==> config.mk <==
export PLATFORM = sky130hd
export DESIGN_NAME = pipe_ctrl
export DESIGN_NICKNAME = d
export VERILOG_FILES = /design/src/rtl/pipe_ctrl_pkg.sv /design/src/rtl/pipe_ctrl_div_watchdog.sv /design/src/rtl/pipe_ctrl.sv
export SDC_FILE = /design/constraint.sdc
export NUM_CORES = 1
export LEC_CHECK = 0
export CORE_MARGIN = 2
export CORE_UTILIZATION = 52
export CTS_CLUSTER_DIAMETER = 80
export DETAILED_ROUTE_END_ITERATION = 10
export PLACE_DENSITY_LB_ADDON = 0.15
export SYNTH_ARGS = -nofsm -noshare
export SYNTH_HDL_FRONTEND = slang
export SYNTH_HIERARCHICAL = 1
export SYNTH_SLANG_ARGS = --single-unit
==> constraint.sdc <==
create_clock -name clk -period 3.4 [get_ports clk]
set_input_delay 0.51 -clock clk [delete_from_list [all_inputs] [get_ports clk]]
set_output_delay 0.51 -clock clk [all_outputs]
set_load 0.01 [all_outputs]
==> src/rtl/pipe_ctrl_pkg.sv <==
// Shared pipeline-control constants: control polarities, PC reset address and
// the controller state encodings.
package pipe_ctrl_pkg;

  localparam logic JUMP = 1'b1;
  localparam logic HOLD = 1'b1;
  localparam logic RST  = 1'b1;

  localparam int unsigned INI_ADDR_W = 32;
  localparam logic [INI_ADDR_W-1:0] INI_INST_ADDR = 32'h0000_0000;

  typedef enum logic {
    CTRL_IDLE     = 1'b0,
    CTRL_DIV_WAIT = 1'b1
  } ctrl_state_t;

endpackage

==> src/rtl/pipe_ctrl_div_watchdog.sv <==
// Divide watchdog: counts DIV_WAIT cycles and flags the final allowed cycle.
module div_watchdog #(
  parameter int unsigned TIMEOUT = 64
) (
  input  logic clk,
  input  logic rst,
  input  logic clr,
  input  logic en,
  output logic expire_c
);

  localparam int unsigned CNT_W = $clog2(TIMEOUT + 1);

  logic [CNT_W-1:0] cnt;

  always_ff @(posedge clk) begin
    if (rst) begin
      cnt <= '0;
    end else if (clr) begin
      cnt <= '0;
    end else if (en) begin
      cnt <= cnt + CNT_W'(1);
    end
  end

  // High during the TIMEOUT-th cycle spent waiting.
  assign expire_c = en & (cnt == CNT_W'(TIMEOUT - 1));

endmodule

==> src/rtl/pipe_ctrl.sv <==
// Pipeline controller: arbitrates PC redirects against stalls, holds one
// pending redirect, the trap return address and the divide wait state.
module pipe_ctrl
  import pipe_ctrl_pkg::*;
#(
  parameter int unsigned ADDR_W      = 32,
  parameter int unsigned DIV_TIMEOUT = 64
) (
  input  logic              clk,
  input  logic              rst,
  input  logic              ex_jump_req,
  input  logic [ADDR_W-1:0] ex_jump_addr,
  input  logic [ADDR_W-1:0] ex_pc,
  input  logic              mret_req,
  input  logic              irq_req,
  input  logic [ADDR_W-1:0] irq_vec,
  input  logic              mem_stall_req,
  input  logic              div_start,
  input  logic              div_done,
  output logic              jump_o,
  output logic [ADDR_W-1:0] jump_addr_o,
  output logic              hold_o,
  output logic              flush_o,
  output logic              irq_ack_o,
  output logic [ADDR_W-1:0] epc_o,
  output logic              in_trap_o,
  output logic              div_err_o
);

  ctrl_state_t       state;
  logic              pend_v;
  logic              pend_mret;
  logic [ADDR_W-1:0] pend_addr;
  logic [ADDR_W-1:0] epc;
  logic              in_trap;

  logic              in_wait;
  logic              wd_expire;
  logic              in_reset;
  logic              hold_c;
  logic              take_irq;
  logic              take_pend;
  logic              take_mret;
  logic              take_jump;
  logic              redirect_c;
  logic [ADDR_W-1:0] target_c;
  logic [ADDR_W-1:0] irq_epc_c;

  assign in_wait  = (state == CTRL_DIV_WAIT);
  assign in_reset = (rst == RST);

  div_watchdog #(
    .TIMEOUT (DIV_TIMEOUT)
  ) u_div_watchdog (
    .clk      (clk),
    .rst      (rst),
    .clr      ((state == CTRL_IDLE) & div_start),
    .en       (in_wait),
    .expire_c (wd_expire)
  );

  // Stall and redirect arbitration; redirects only happen when not held.
  always_comb begin
    hold_c     = mem_stall_req | div_start | (in_wait & ~div_done & ~wd_expire);
    take_irq   = ~hold_c & irq_req & ~in_trap;
    take_pend  = ~hold_c & ~take_irq & pend_v;
    take_mret  = ~hold_c & ~take_irq & ~pend_v & mret_req;
    take_jump  = ~hold_c & ~take_irq & ~pend_v & ~mret_req & ex_jump_req;
    redirect_c = take_irq | take_pend | take_mret | take_jump;
    target_c   = '0;
    if (take_irq) begin
      target_c = irq_vec;
    end else if (take_pend) begin
      target_c = pend_addr;
    end else if (take_mret) begin
      target_c = epc;
    end else if (take_jump) begin
      target_c = ex_jump_addr;
    end
    irq_epc_c = pend_v ? pend_addr : (ex_jump_req ? ex_jump_addr : ex_pc);
  end

  // Everything is forced low while reset is asserted.
  always_comb begin
    jump_o      = ~in_reset & redirect_c;
    jump_addr_o = in_reset ? '0 : target_c;
    hold_o      = ~in_reset & hold_c;
    flush_o     = ~in_reset & redirect_c;
    irq_ack_o   = ~in_reset & take_irq;
    epc_o       = in_reset ? '0 : epc;
    in_trap_o   = ~in_reset & in_trap;
    div_err_o   = ~in_reset & wd_expire & ~div_done;
  end

  always_ff @(posedge clk) begin
    if (in_reset) begin
      state     <= CTRL_IDLE;
      pend_v    <= 1'b0;
      pend_mret <= 1'b0;
      pend_addr <= ADDR_W'(INI_INST_ADDR);
      epc       <= ADDR_W'(INI_INST_ADDR);
      in_trap   <= 1'b0;
    end else begin
      case (state)
        CTRL_IDLE:     if (div_start) state <= CTRL_DIV_WAIT;
        CTRL_DIV_WAIT: if (div_done | wd_expire) state <= CTRL_IDLE;
        default:       state <= CTRL_IDLE;
      endcase

      if (take_irq) begin
        epc     <= irq_epc_c;
        in_trap <= 1'b1;
        pend_v  <= 1'b0;
      end else if (take_pend) begin
        pend_v <= 1'b0;
        if (pend_mret) in_trap <= 1'b0;
      end else if (take_mret) begin
        in_trap <= 1'b0;
      end

      // Requests seen during a stall wait in the pending slot; mret wins.
      if (hold_c) begin
        if (mret_req) begin
          pend_v    <= 1'b1;
          pend_mret <= 1'b1;
          pend_addr <= epc;
        end else if (ex_jump_req) begin
          pend_v    <= 1'b1;
          pend_mret <= 1'b0;
          pend_addr <= ex_jump_addr;
        end
      end
    end
  end

endmodule

==> results of run 1 <==
==> power by group through the flow <==
stage | combinational, W | sequential (W) | clock, W
6_report | 0.000645 | 0.000949 | 0.000719
5_1_grt | 0.000698 | 0.000954 | 0.000764
4_1_cts | 0.000643 | 0.000948 | 0.000727
3_5_place_dp | 0.000640 | 0.000967 | 0
3_3_place_gp | 0.000622 | 0.000965 | 0
2_1_floorplan | 0.000386 | 0.000954 | 0
==> through the flow <==
step / worst slack (ns) / std cells / hold WS, ns / total power (W)
floorplan: 0.8076 / 681 / 0.4547 / 0.001340
global placement: 0.3992 / 939 / 0.4650 / 0.001587
detailed placement: 0.3375 / 939 / 0.4823 / 0.001607
CTS: 0.07375 / 955 / 0.4945 / 0.002317
global route: 0.0002214 / 955 / 0.5193 / 0.002416
finish: 0.1342 / 955 / 0.4880 / 0.002312
==> final cells by class <==
type	count	share of cell area
sequential	75	0.1961
timing repair buffer	194	0.2542
clock buffer	12	0.02024
clock inverter	4	0.006367
tap	140	0.02286
multi-input combinational	529	0.4998
inverter	1	0.0004898
==> repair_timing <==
action | in CTS | in global routing
gates resized for setup | 1 | 3
setup buffers | 0 | 0
setup endpoints to repair | 7 | 35
==> placed cells by master (no fill, tap or decap), types with 2 or more instances in the layout <==
| master | Yosys | final |
|---|---|---|
| clkdlybuf4s50_1 | 0 | 170 |
| nor2b_1 | 130 | 130 |
| dfxtp_1 | 75 | 74 |
| a21oi_1 | 67 | 66 |
| nor2_1 | 42 | 42 |
| nand2_1 | 35 | 35 |
| mux2i_1 | 34 | 34 |
| o21ai_0 | 33 | 33 |
| nand3b_1 | 32 | 32 |
| a211o_1 | 32 | 32 |
| a211oi_1 | 32 | 32 |
| mux2_2 | 32 | 32 |
| o41ai_2 | 29 | 29 |
| buf_4 | 1 | 18 |
| clkbuf_8 | 0 | 11 |
| buf_12 | 0 | 5 |
| o41ai_1 | 4 | 4 |
| nor3_1 | 4 | 3 |
| xor2_1 | 3 | 3 |
| nand2b_1 | 2 | 2 |
| or2_2 | 1 | 2 |
| clkinv_2 | 0 | 2 |
| nand4_1 | 2 | 2 |
| o21a_1 | 2 | 2 |
==> critical path, delay by kind of cell, from the launching register on <==
kind	cells	cell delay, ns
AOI/OAI and AO/OA	1	0.17
adders and majority gates	1	0.21
buffers and inverters	2	0.79
DFF	1	0.39
and+or+nand+nor	4	0.82
==> cells by family (layout without fill, tap and decap cells) <==
family                     after synthesis  count (layout)
AOI/OAI and AO/OA                      202             202
xor gates and xnor gates                 4               4
adders and majority gates                1               1
buffers and inverters                   77             211
DFF                                     75              75
muxes                                   66              66
and+or+nand+nor                        256             256
==> flip-flops by register name, indices dropped and copies added, names as in the netlist <==
name / flops
u_div_watchdog/cnt: 7
pend_addr: 32
in_trap: 1
in_wait: 1
pend_mret: 1
pend_v: 1
epc: 32
==> per-layer routing <==
layer,track usage,part of all wire
met2,0.4897,0.50
met1,0.3463,0.42
met5,0,0
met3,0.03436,0.053
met4,0.1209,0.020
==> worst max-delay path by stage <==
stage | start | endpoint | slack [ns]
4_1_cts | u_div_watchdog/cnt[0] | jump_addr_o[19] | 0.07
6_report | u_div_watchdog/cnt[0] | jump_addr_o[19] | 0.13
3_5_place_dp | mret_req | jump_addr_o[19] | 0.34
5_1_grt | u_div_watchdog/cnt[1] | jump_addr_o[6] | 0.0002
3_3_place_gp | div_done | flush_o | 0.40
2_1_floorplan | u_div_watchdog/cnt[0] | jump_o | 0.81
==> flow_metrics.tcl, run 1 <==
set metrics [dict create \
    synth_top_family_by_area "compound AO/OA/AOI/OAI gates" \
    leakage_nw 2.916 \
    rows 38 \
    outcome "finished, final reports clean" \
    grt_pass1_wl_um 26610 \
    insertion_delay_ns 0.36 \
    synth-simple-area-share 0.2609 \
    grt_setup_unrepaired "false" \
    ff2ff_path_depth 8 \
    cpMaxStageDelayCell "clkdlybuf4s50_1" \
    synth-seq-cells 75 \
    ys.flop_type "dfxtp_1" \
    cp-end-kind "primary output" \
    cts_sinks 75 \
    yosysWarnings 6 \
    switching_share 0.2969 \
    rrSetupSlack_ns 0.87 \
    clkTransAtPathRegs_ns 0.08 \
    grt.total_usage 0.2802 \
    synth_mux_area_frac 0.1242 \
    yosys-top-cells-count "nor2b_1, dfxtp_1, a21oi_1" \
    num-nets-final 915 \
    io_buffers 173 \
    core-area_um2 10700 \
    initial_core_util 0.5273 \
    areaGrowthSynthToFinish_pct 35.87 \
    grt_overflow 0 \
    yosys.area.top_type "dfxtp_1" \
    fin_skew_ns 0.01379 \
    seq_area_frac_synth 0.2662 \
    synth_compound_gate_area_share 0.2784 \
    cp_max_fo 34 \
    multi_input_comb_area_um2 3830 \
    crit_type "reg -> out" \
    slew_headroom 0.4544 \
    drt_iter0_drc 319 \
    placed_area_um2 7441 \
    p_clk_frac 0.311 \
    viasPerCell 5.937 \
    synthXorXnorAreaFrac 0.006211 \
    pwr-share-seq 0.410 \
    r2r_start "u_div_watchdog/cnt[0]" \
    setup_tns_ns 0 \
    peakVddDrop_uv 190.4 \
    min_path_type "reg -> reg" \
    synth.net_count 786 \
    max_slew.worst_pin.slew_ns 0.8184 \
    reg2reg_to "epc[31]" \
    dp_hpwl_um 10620 \
    wl_um 16470 \
    htreeDepth 3 \
    p_sw_w 0.0006864 \
    gp_congestion 0.7820 \
    max_freq_mhz 306.2 \
    seq_area_um2 1503 \
    drt_first_pass_iters 5 \
    synthTopCellsByArea "dfxtp_1, nor2b_1, o41ai_2" \
    powerDensity_nw_per_um2 301.7 \
    cts.root.buffer_cell "clkbuf_8" \
    synthAdderAreaFrac 0.002218 \
    synth_edf_count 0 \
    dieArea_um2 11700 \
    cts_tree "built" \
    ys_async_sr_fraction 0 \
    min_to "u_div_watchdog/cnt[5]" \
    cts_hold_buf 0 \
    synth_top_area_share 0.2662 \
    drv_slew 0 \
    finalSetupViolCount 0 \
    n_fill_cell 849 \
    hold_viol_final 0 \
    die_y_um 108.2 \
    holdCritStartpoint "u_div_watchdog/cnt[5]" \
    syn_avg_cell_area_um2 8.283 \
    ios 174 \
    wire_per_inst_um 17.25 \
    die_w_um 108.2 \
    grt_pass1_vias 5721 \
    hold_path_depth 2 \
    synth.cell_area_um2 5640 \
    antenna_found_initial 0 \
    critPathMaxStageDelay_ns 0.57 \
    crit_arrival_ns 2.76 \
    worst_setup_path_start_kind "flip-flop" \
    vias 5670 \
    period_needed_ns 3.266 \
    cp.required_ns 2.89 \
    period_share 0.9605 \
    diodes 0 \
    clock_tree.buffer_depth 2 \
    post-route-drc-count 0 \
    numCtsBuffers 9 \
    synth.most_common_cell "nor2b_1" \
    p_comb_frac 0.279 \
    p_int_w 0.001625 \
    final_area_um2 7664 \
    cap_violations 0 \
    cp_cell_sequence "ha_1, nand2_1, nor3_4, nor3b_2, or4_1, buf_6, a21oi_1, clkdlybuf4s50_1" \
    utilization 0.7164 \
    syn_inst 681 \
    synth_cell_types 37 \
    grt_max_degree 100 \
    drive_gt1_frac 0.1362 \
    ant_nets 0 \
]
Note: power is estimated with default switching activity, not from simulation.
==> inputs of run 2 (changes only) <==
==> constraint.sdc (replaced) <==
create_clock -name clk -period 3.8 [get_ports clk]
set_input_delay 1.14 -clock clk [delete_from_list [all_inputs] [get_ports clk]]
set_output_delay 1.14 -clock clk [all_outputs]
set_load 0.01 [all_outputs]
==> run 2 against run 1 <==
  * Global-route usage rose by 3.4 points
  * Via count increased by 5.9%
  * Power fell by 1.6%
  * Non-clock buffer count increased by 59
  * Critical endpoint is now jump_addr_o[30]
==> flow_metrics.tcl, run 2 (synthesis results as in run 1) <==
set metrics [dict create \
    ff2ff_path_depth 10 \
    outcome "finished, final reports clean" \
    htreeDepth 3 \
    wl_um 18650 \
    clock_tree.buffer_depth 2 \
    max_freq_mhz 264.7 \
    post-route-drc-count 0 \
    utilization 0.7775 \
    cp-end-kind "primary output" \
    r2r_start "u_div_watchdog/cnt[0]" \
    ios 174 \
    peakVddDrop_uv 198.5 \
    num-nets-final 974 \
    largest_registers "epc: 32 flops, pend_addr: 32 flops, u_div_watchdog/cnt: 7 flops" \
    total_power_w 0.002275 \
    grt_max_degree 139 \
    initial_core_util 0.5273 \
    layout_commonest_cell "clkdlybuf4s50_1" \
    critPathBufInv 4 \
    pwr-share-seq 0.374 \
    antenna_found_initial 0 \
    p_comb_frac 0.292 \
    p_clk_frac 0.334 \
    cp.required_ns 2.66 \
    grt_pass1_wl_um 29300 \
    holdCritStartpoint "u_div_watchdog/cnt[5]" \
    grt.total_usage 0.3138 \
    finalSetupViolCount 0 \
    drt_iter0_drc 409 \
    dieArea_um2 11700 \
    period_share 0.9941 \
    cts.root.buffer_cell "clkbuf_8" \
    final_area_um2 8318 \
    leakage_nw 3.383 \
    max_slew.worst_pin.slew_ns 0.6870 \
    placed_area_um2 7894 \
    die_w_um 108.2 \
    cp_max_fo 8 \
    crit_arrival_ns 2.64 \
    reg2reg_to "epc[4]" \
    switching_share 0.2860 \
    fin_skew_ns 0.01092 \
    rows 38 \
    cts_sinks 75 \
    cts_tree "built" \
    dp_hpwl_um 11720 \
    p_int_w 0.001625 \
    crit_family "buffers and inverters" \
    clkTransAtPathRegs_ns 0.08 \
    fin_ws_ns 0.02239 \
    grt_setup_unrepaired "false" \
    io_buffers 173 \
    insertion_delay_ns 0.35 \
    die_y_um 108.2 \
    final_cell_mix "clkdlybuf4s50_1, nor2b_1, dfxtp_1" \
    cpMaxStageDelayCell "or4_4" \
    drv_slew 0 \
    slew_headroom 0.5420 \
    cts_hold_buf 0 \
    critPathMaxStageDelay_ns 0.59 \
    post-place-ws_ns -0.4154 \
    grt_overflow 0 \
    areaGrowthSynthToFinish_pct 47.47 \
    drt_first_pass_iters 5 \
    rrSetupSlack_ns 1.29 \
    crit_type "in -> out" \
    cp_cell_sequence "dlygate4sd2_1, or4_4, buf_12, buf_16, a21oi_1, clkdlybuf4s15_2" \
    period_needed_ns 3.778 \
    viasPerCell 5.923 \
    min_to "u_div_watchdog/cnt[5]" \
    instances_no_fill 1014 \
    hold_viol_final 0 \
    hold_path_depth 2 \
    grt_pass1_vias 6058 \
    diodes 0 \
    p_sw_w 0.0006507 \
    min_path_type "reg -> reg" \
    worst_setup_path_start_kind "primary input" \
    vias 6006 \
    gp_congestion 0.8296 \
    core-area_um2 10700 \
    cap_violations 0 \
    wire_per_inst_um 18.39 \
    numCtsBuffers 9 \
    powerDensity_nw_per_um2 273.5 \
    ant_nets 0 \
    drive_gt1_frac 0.2483 \
    dp_cells 986 \
]
run 2: changes by cell type in the layout (fill, tap and decap cells not counted), moves of 9 or more:
cell / before / now
a21oi_2: 1 / 10
a21oi_1: 66 / 57
buf_2: 0 / 24
buf_12: 5 / 16
buf_4: 18 / 61
clkdlybuf4s15_2: 0 / 11
clkdlybuf4s50_1: 170 / 131
run 2: power by group through the flow:
stage | Combinational, W | Clock [W] | Sequential [W]
2_1_floorplan | 0.000346 | 0 | 0.000854
3_3_place_gp | 0.000607 | 0 | 0.000864
3_5_place_dp | 0.000626 | 0 | 0.000867
4_1_cts | 0.000652 | 0.000764 | 0.000849
5_1_grt | 0.000707 | 0.000802 | 0.000855
6_report | 0.000664 | 0.000761 | 0.000850
run 2: cell type report:
type / count / area [um^2]
clock buffers: 11 / 141.4
clock inverters: 5 / 100.1
fillers: 759 / 2380
inverters: 1 / 3.754
multi-input cells: 529 / 3865
flip-flops and latches: 75 / 1505
well taps: 140 / 175.2
repair buffers: 253 / 2527
run 2: what timing repair did:
| action | CTS | global route |
|---|---|---|
| cloned | 5 | 0 |
| pin swaps | 2 | 2 |
| endpoints found under the setup margin | 36 | 27 |
| buffers inserted | 3 | 4 |
| endpoints found under the hold margin | 0 | 0 |
| gates resized for setup | 148 | 9 |
run 2: worst max-delay path by stage:
stage,slack (ns),cells after the start,start,end
after CTS,0.005,6,irq_req,jump_addr_o[28]
after global routing,0.008,6,mem_stall_req,jump_addr_o[30]
final,0.02,6,mem_stall_req,jump_addr_o[30]
after floorplan,0.16,6,ex_jump_req,jump_o
after global placement,-0.41,6,div_done,jump_o
after detailed placement,-0.42,6,div_done,jump_addr_o[10]
run 2: tightest hold or removal path: stages, from the launching register on:
cell     delay [ns]
dfxtp_1        0.33
o21ai_0        0.07
a21oi_1        0.06
run 2: through the flow:
stage / hold WS (ns) / setup TNS, ns
floorplan: 0.4547 / 0
global placement: 0.4626 / -13.20
detailed placement: 0.4920 / -13.57
CTS: 0.5041 / 0
global route: 0.5303 / 0
finish: 0.5018 / 0
run 2: routing by layer:
metal | wire length, um | track usage | share of wire | vias up
met5 | 0 | 0 | 0 | -
met4 | 531 | 0.1493 | 0.028 | 0
met3 | 1298 | 0.04641 | 0.070 | 41
met2 | 9040 | 0.5279 | 0.48 | 261
met1 | 7777 | 0.3943 | 0.42 | 2873
li1 | - | - | - | 2831
==> inputs of run 3 (changes only) <==
--- a/config.mk
+++ b/config.mk
@@ -6,7 +6,7 @@
 export NUM_CORES = 1
 export LEC_CHECK = 0
 export CORE_MARGIN = 2
-export CORE_UTILIZATION = 52
+export CORE_UTILIZATION = 43
 export CTS_CLUSTER_DIAMETER = 80
 export DETAILED_ROUTE_END_ITERATION = 10
 export PLACE_DENSITY_LB_ADDON = 0.15
==> constraint.sdc (replaced) <==
create_clock -name clk -period 3.27 [get_ports clk]
set_input_delay 0.981 -clock clk [delete_from_list [all_inputs] [get_ports clk]]
set_output_delay 0.981 -clock clk [all_outputs]
set_load 0.01 [all_outputs]
==> run 3 against run 2 <==
  * Flip-flop and latch count unchanged
  * Largest cell class unchanged
  * Register-to-register slack lost 0.21 ns
  * Global-route usage down 3.4 points
  * Sequential share of layout area shrank 0.85 points
  * Highest routed layer unchanged
  * Routed wire length increased by 7.6%
  * Worst setup slack better by 0.0012 ns
  * Clock skew shrank 0.0079 ns
  * Largest power group is now clock
  * Via count is 0.87% higher
==> flow_metrics.tcl, run 3 (synthesis results as in run 1) <==
set metrics [dict create \
    outcome "finished, final reports clean" \
    cts_sinks 75 \
    initial_core_util 0.4434 \
    grt.total_usage 0.2797 \
    antenna_found_initial 0 \
    grt_pass1_wl_um 31910 \
    rrSetupSlack_ns 1.08 \
    cts_tree "built" \
    powerDensity_nw_per_um2 320.2 \
    wl_um 20070 \
    r2r_start "u_div_watchdog/cnt[1]" \
    finalSetupViolCount 0 \
    cts.root.buffer_cell "clkbuf_16" \
    areaGrowthSynthToFinish_pct 55.01 \
    crit_type "in -> out" \
    htreeDepth 3 \
    wire_per_inst_um 18.65 \
    cp.required_ns 2.29 \
    cp-end-kind "primary output" \
    final_cell_mix "clkdlybuf4s50_1, nor2b_1, buf_4" \
    fin_ws_ns 0.02358 \
    largest_registers "epc: 32 flops, pend_addr: 32 flops, u_div_watchdog/cnt: 7 flops" \
    core-area_um2 12720 \
    die_w_um 118.5 \
    slew_headroom 0.7312 \
    hold_viol_final 0 \
    io_buffers 173 \
    vias 6058 \
    layout_commonest_cell "clkdlybuf4s50_1" \
    post-place-ws_ns -0.6560 \
    insertion_delay_ns 0.34 \
    drt_iter0_drc 398 \
    startpoint "rst" \
    reg2reg_to "pend_addr[22]" \
    worst_setup_path_start_kind "primary input" \
    grt_setup_unrepaired "true" \
    max_slew.worst_pin.slew_ns 0.4033 \
    cp_max_fo 33 \
    drv_slew 0 \
    grt_overflow 0 \
    viasPerCell 5.630 \
    cts_hold_buf 0 \
    ios 174 \
    grt_max_degree 66 \
    finalHoldWorstSlack_ns 0.4920 \
    leakage_nw 3.641 \
    post-route-drc-count 0 \
    crit_arrival_ns 2.27 \
    period_needed_ns 3.246 \
    ant_nets 0 \
    die_y_um 118.5 \
    clock_tree.buffer_depth 2 \
    clkTransAtPathRegs_ns 0.06 \
    numCtsBuffers 9 \
    endpoint "epc_o[18]" \
    period_share 0.9928 \
    diodes 0 \
    drive_gt1_frac 0.3053 \
    peakVddDrop_uv 206.7 \
    fin_skew_ns 0.003028 \
    num-nets-final 1004 \
    n_fill_cell 1038 \
    dieArea_um2 14050 \
    drt_first_pass_iters 5 \
    min_path_type "reg -> reg" \
    max_freq_mhz 308.0 \
    cap_violations 0 \
    rows 41 \
    dp_hpwl_um 12040 \
    ff2ff_path_depth 9 \
    grt_pass1_vias 6186 \
    gp_congestion 0.8410 \
]
[run 3: metrics by stage]
stage	utilization	cells	TNS (ns)	instance area (um^2)	total power, W
5_1_grt	0.6873	1076	-0.05559	8743	0.002920
3_5_place_dp	0.6366	1045	-24.67	8099	0.001749
2_1_floorplan	-	681	0	5642	0.001394
4_1_cts	0.6821	1074	-0.01748	8678	0.002802
6_report	0.6873	1076	0	8743	0.002800
3_3_place_gp	0.6366	1045	-23.97	8099	0.001732
[run 3: timing repair]
action	in CTS	in global routing
pin swaps	6	2
gates resized for setup	204	18
buffers inserted	5	2
endpoints found under the setup margin	67	42
gates cloned	8	0
[run 3: final cells by class]
type	count	area, um^2	area share
Multi-Input combinational cell	529	3970	0.4541
Timing Repair Buffer	283	2754	0.3150
Sequential cell	75	1508	0.1724
Clock buffer	15	287.8	0.03291
Tap cell	172	215.2	0.02461
Clock inverter	1	5.005	0.0005724
Inverter	1	3.754	0.0004293
[run 3: power by group]
| group | leakage [nW] | switching, W | internal [W] |
|---|---|---|---|
| logic | 2.88 | 0.000387 | 0.000439 |
| registers | 0.613 | 0.0000290 | 0.000956 |
| clock network | 0.146 | 0.000392 | 0.000597 |
| total | 3.64 | 0.000807 | 0.00199 |
[run 3: layer usage]
layer | wire (um) | part of all wire | vias to the layer above | track usage
met3 | 1155 | 0.058 | 37 | 0.04826
li1 | - | - | 2883 | -
met1 | 8826 | 0.44 | 2904 | 0.3545
met2 | 9670 | 0.48 | 234 | 0.4688
met5 | 0 | 0 | - | 0
met4 | 418 | 0.021 | 0 | 0.1131
[run 3: critical path, stage by stage]
cell and delay (ns):
buf_4 0.11, buf_4 0.18, buf_16 0.21, nor2b_1 0.20, clkdlybuf4s50_1 0.57
[run 3: how the worst min path moves through the flow]
stage | endpoint | startpoint | cells past startpoint
2_1_floorplan | pend_mret | pend_mret | 2
3_3_place_gp | pend_mret | pend_mret | 2
3_5_place_dp | u_div_watchdog/cnt[5] | u_div_watchdog/cnt[5] | 2
4_1_cts | pend_mret | pend_mret | 2
5_1_grt | pend_mret | pend_mret | 2
6_report | pend_mret | pend_mret | 2
